<file path="src/rtl/fifo_wr_arbiter.sv">
// Round-robin burst arbiter sharing one FIFO write port among N_REQ write-domain requesters.
// Build option FIFO_WR_ARB_STALL_CNT_EN adds a saturating full-stall cycle counter on stall_cnt.
`timescale 1ns/1ps
module fifo_wr_arbiter #(
  parameter int DW        = 8,
  parameter int N_REQ     = 4,
  parameter int MAX_BURST = 4
) (
  input  logic                     w_clk,
  input  logic                     w_rst_n,
  input  logic [N_REQ-1:0]         req_valid,
  input  logic [N_REQ*DW-1:0]      req_data,
  input  logic [N_REQ-1:0]         req_last,
  output logic [N_REQ-1:0]         req_ready,
  output logic                     fifo_w_en,
  output logic [DW-1:0]            fifo_w_data,
  input  logic                     fifo_full,
  output logic [$clog2(N_REQ)-1:0] grant_id,
  output logic                     busy,
  output logic [15:0]              stall_cnt
);
  localparam int IW = $clog2(N_REQ);
  localparam int BW = $clog2(MAX_BURST + 1);
  localparam logic [IW-1:0] LAST_ID = IW'(N_REQ - 1);
  localparam logic [BW-1:0] CAP_M1  = BW'(MAX_BURST - 1);

  typedef enum logic {IDLE, GRANT} state_t;

  state_t        state;
  logic [IW-1:0] rr_ptr;
  logic [IW-1:0] rr_sel;
  logic [IW-1:0] cand;
  logic [BW-1:0] beat_cnt;
  logic          any_vld;
  logic          gnt_vld;
  logic          xfer;
  logic          burst_end;
  int            idx;

  // Descending scan so the candidate closest to rr_ptr is the one left standing.
  always_comb begin
    any_vld = 1'b0;
    rr_sel  = '0;
    idx     = 0;
    cand    = '0;
    for (int k = N_REQ - 1; k >= 0; k--) begin
      idx  = (int'(rr_ptr) + k) % N_REQ;
      cand = IW'(idx);
      if (req_valid[cand]) begin
        any_vld = 1'b1;
        rr_sel  = cand;
      end
    end
  end

  always_comb begin
    fifo_w_data = '0;
    for (int i = 0; i < N_REQ; i++) begin
      if (busy && grant_id == IW'(i)) fifo_w_data = req_data[i*DW +: DW];
    end
  end

  always_comb begin
    req_ready = '0;
    if (busy) req_ready[grant_id] = !fifo_full;
  end

  assign gnt_vld   = busy && req_valid[grant_id];
  assign xfer      = gnt_vld && !fifo_full;
  assign fifo_w_en = xfer;
  assign burst_end = xfer && (req_last[grant_id] || beat_cnt == CAP_M1);

  always_ff @(posedge w_clk or negedge w_rst_n) begin
    if (!w_rst_n) begin
      state    <= IDLE;
      busy     <= 1'b0;
      grant_id <= '0;
      rr_ptr   <= '0;
      beat_cnt <= '0;
    end else begin
      case (state)
        IDLE: begin
          if (any_vld) begin
            state    <= GRANT;
            busy     <= 1'b1;
            grant_id <= rr_sel;
            beat_cnt <= '0;
          end
        end
        GRANT: begin
          if (xfer) beat_cnt <= beat_cnt + BW'(1);
          if (burst_end) begin
            state  <= IDLE;
            busy   <= 1'b0;
            rr_ptr <= (grant_id == LAST_ID) ? '0 : grant_id + IW'(1);
          end
        end
        default: begin
          state <= IDLE;
          busy  <= 1'b0;
        end
      endcase
    end
  end

`ifdef FIFO_WR_ARB_STALL_CNT_EN
  always_ff @(posedge w_clk or negedge w_rst_n) begin
    if (!w_rst_n) begin
      stall_cnt <= 16'h0000;
    end else if (gnt_vld && fifo_full && stall_cnt != 16'hFFFF) begin
      stall_cnt <= stall_cnt + 16'd1;
    end
  end
`else
  assign stall_cnt = 16'h0000;
`endif

endmodule

</file>
<file path="config.mk">
export PLATFORM = sky130hd
export DESIGN_NAME = fifo_wr_arbiter
export DESIGN_NICKNAME = d
export VERILOG_FILES = /design/src/rtl/fifo_wr_arbiter.sv
export SDC_FILE = /design/constraint.sdc
export NUM_CORES = 1
export LEC_CHECK = 0
export ABC_AREA = 1
export CORE_MARGIN = 5
export CORE_UTILIZATION = 30
export DETAILED_ROUTE_END_ITERATION = 10
export GPL_ROUTABILITY_DRIVEN = 0
export MAX_ROUTING_LAYER = met4
export PLACE_DENSITY_LB_ADDON = 0.2
export SYNTH_ARGS = -nofsm -noshare
export SYNTH_HDL_FRONTEND = slang
export SYNTH_SLANG_ARGS = --single-unit
</file>
<file path="constraint.sdc">
create_clock -name w_clk -period 3.95 [get_ports w_clk]
set_clock_uncertainty 0.15 [all_clocks]
set_input_delay 0.79 -clock w_clk [delete_from_list [all_inputs] [get_ports w_clk]]
set_output_delay 0.79 -clock w_clk [all_outputs]
set_load 0.005 [all_outputs]
</file>
==> results.toml <==
[clock_network]
htreeDepth = 1
clock-sinks = 9
clk_latency_ns = 0.23
cts_tree = "built"
cts_buffers = 3
cts_resized = 0
cts_max_path_buffers = 2
ctsRootBufferMaster = "clkbuf_8"
path_clk_slew_ns = 0.04
post_cts_buffers = 0
cts_hold_buf = 0

[yosys]
ys.flop_type = "dfrtp_1"
synth-seq-area-share_pct = 18.4
postSynthCellCount = 197
yosysTopAreaCell = "nand2_1"
synth_area_um2 = 1220
ys_seq_elements = 9
synthTopCellsByArea = "nand2_1, dfrtp_1, nand3_1"
yosysTopAreaCellShare_pct = 19.6
synthDistinctLibCells = 26
synthArstFlopShare_pct = 100
yosys_warnings = 0
synth-edff-count = 0
synth.avg_cell_area_um2 = 6.22

[pwr]
peakVddDrop_mv = 0.324
power.leakage_nw = 0.884
p_per_area_nw_per_um2 = 582

[setup_path]
crit_path_max_fanout = 11
slowest_delay_ns = 0.50
critical_path_arrival_ns = 2.49
startpoint = "grant_id[0]$_DFFE_PN0P_"
cp_slowest_cell = "dfrtp_1"
path_depth = 9
r2r_start = "busy$_DFFE_PN0P_"
rr_worst_depth = 7
critPathCaptureType = "output port"
path_delay_family = "buffers and inverters"
critPathLaunchType = "flop"
crit_type = "reg2out"
path_cells = "inv_1 -> ha_1 -> inv_1 -> nor3_2 -> nand2_1 -> nand3_1 -> o211ai_1 -> nand2_1 -> clkdlybuf4s50_1"
critPathBufInv = 3
required_ns = 3.01

[drt]
avgViaCountPerCell = 4.43
avgRoutedWirePerCell_um = 12.2
first_iter_violations = 52
drt-total-wl_um = 3700
antenna_left = 0
vias = 1341
drt_first_pass_iters = 4
drc = 0

[flow_run]
drv_cap = 0

[sta]
finalSetupTns_ns = 0
drv_slew = 0
worst_slack_ns = 0.519
rsz0062_at_grt = "false"
hold_viol = 0
max_freq_ghz = 0.291
tightest_slew_ns = 0.545
fin_crit_ns = 3.43
timing.final.crit_share_pct = 86.8
setup_viol = 0
worst_hold_slack_ns = 0.343
max_slew_margin_pct = 63.5

[placed_design]
io_buffers = 58
place_inst = 299
hpwl_um = 3030
pre_cts_ws_ns = 0.717
placed_area_um2 = 1780

[grt]
grt_max_degree = 17
antenna_found_initial = 0
grt_pass1_wl_um = 5750
grtUsageTotal_pct = 13.5
grt_overflow = 0
grt_pass1_vias = 1234

[min_path]
min_from = "beat_cnt[0]$_DFFE_PN0P_"
worstHoldPathCells = 1
hold_path.class = "reg2reg"

[floorplan]
die_x_um = 73.9
dieArea_um2 = 5460
rows = 23
initial_utilization_pct = 30.8
die_h_um = 73.9
pin_count = 75
coreArea_um2 = 3970

[cells_and_area]
final_cell_area_um2 = 1820
num_antenna_cells = 0
layout_common_cells = "nand2_1, clkdlybuf4s50_1, nand3_1"
final_common_cell = "nand2_1"
num-fill-cells = 398
fin_cells = 303
drive_gt1_share_pct = 9.49
nets = 303
syn_to_final_growth_pct = 48.6

[status]
status = "finished clean"
==> worst paths after layout <==
| kind | end | slack (ns) |
|---|---|---|
| worst max-delay path | fifo_w_data[4] | 0.52 |
| worst min-delay path | beat_cnt[0]$_DFFE_PN0P_ | 0.34 |
| worst max register to register | beat_cnt[0]$_DFFE_PN0P_ | 2.24 |
| worst min register to register | beat_cnt[0]$_DFFE_PN0P_ | 0.34 |
| max in group asynchronous | state$_DFF_PN0_ | 2.66 |
| min in group asynchronous | grant_id[0]$_DFFE_PN0P_ | 0.71 |
==> logic make-up after synthesis <==
| kind of cell | count (synthesis) | synth area share [%] |
|---|---|---|
| AO/OA/AOI/OAI | 23 | 11.7 |
| adder cells (fa/ha/maj) | 6 | 6.13 |
| buffers and inverters | 40 | 18.2 |
| flip-flops | 9 | 18.4 |
| other | 1 | 0.306 |
| AND/OR/NAND/NOR | 118 | 45.2 |
==> routing by layer <==
layer / vias to the layer above / track usage [%] / part of all wire (%)
li1: 715 / - / -
met1: 576 / 16.6 / 43
met2: 48 / 22.5 / 48
met3: 2 / 3.42 / 8.2
met4: 0 / 2.41 / 0.46
met5: - / - / 0
==> through the flow <==
| stage | total power, mW | util, % |
|---|---|---|
| 2_1_floorplan | 0.694 | - |
| 3_3_place_gp | 0.959 | 44.7 |
| 3_5_place_dp | 0.963 | 44.7 |
| 4_1_cts | 1.07 | 45.8 |
| 5_1_grt | 1.19 | 45.8 |
| 6_report | 1.06 | 45.8 |
==> final cells by class <==
| class | instances | area [um2] | area share [%] |
|---|---|---|---|
| inverter | 19 | 73.8 | 4.05 |
| sequential | 9 | 225 | 12.4 |
| multi-input combinational | 163 | 833 | 45.8 |
| timing repair buffer | 58 | 581 | 31.9 |
| tap | 50 | 62.6 | 3.44 |
| clock buffer | 4 | 45.0 | 2.47 |
==> cell usage after synthesis, types with 6 or more instances <==
cell      number
nor2_1         9
inv_1         16
dfrtp_1        9
buf_4         16
ha_1           6
nand2_1       64
o211ai_1       9
nand3_1       25
nand2_2        9
==> sequential cells by signal, indices dropped and copies added, names as in the netlist <==
| register | count |
|---|---|
| beat_cnt | 3 |
| state | 1 |
| rr_ptr | 2 |
| grant_id | 2 |
| busy | 1 |
==> where the power goes <==
part / switching [mW] / total, mW / internal, mW
combinational: 0.393 / 0.748 / 0.356
clock: 0.0339 / 0.104 / 0.0701
sequential: 0.0777 / 0.207 / 0.129
Note: power is estimated with default switching activity, not from simulation.
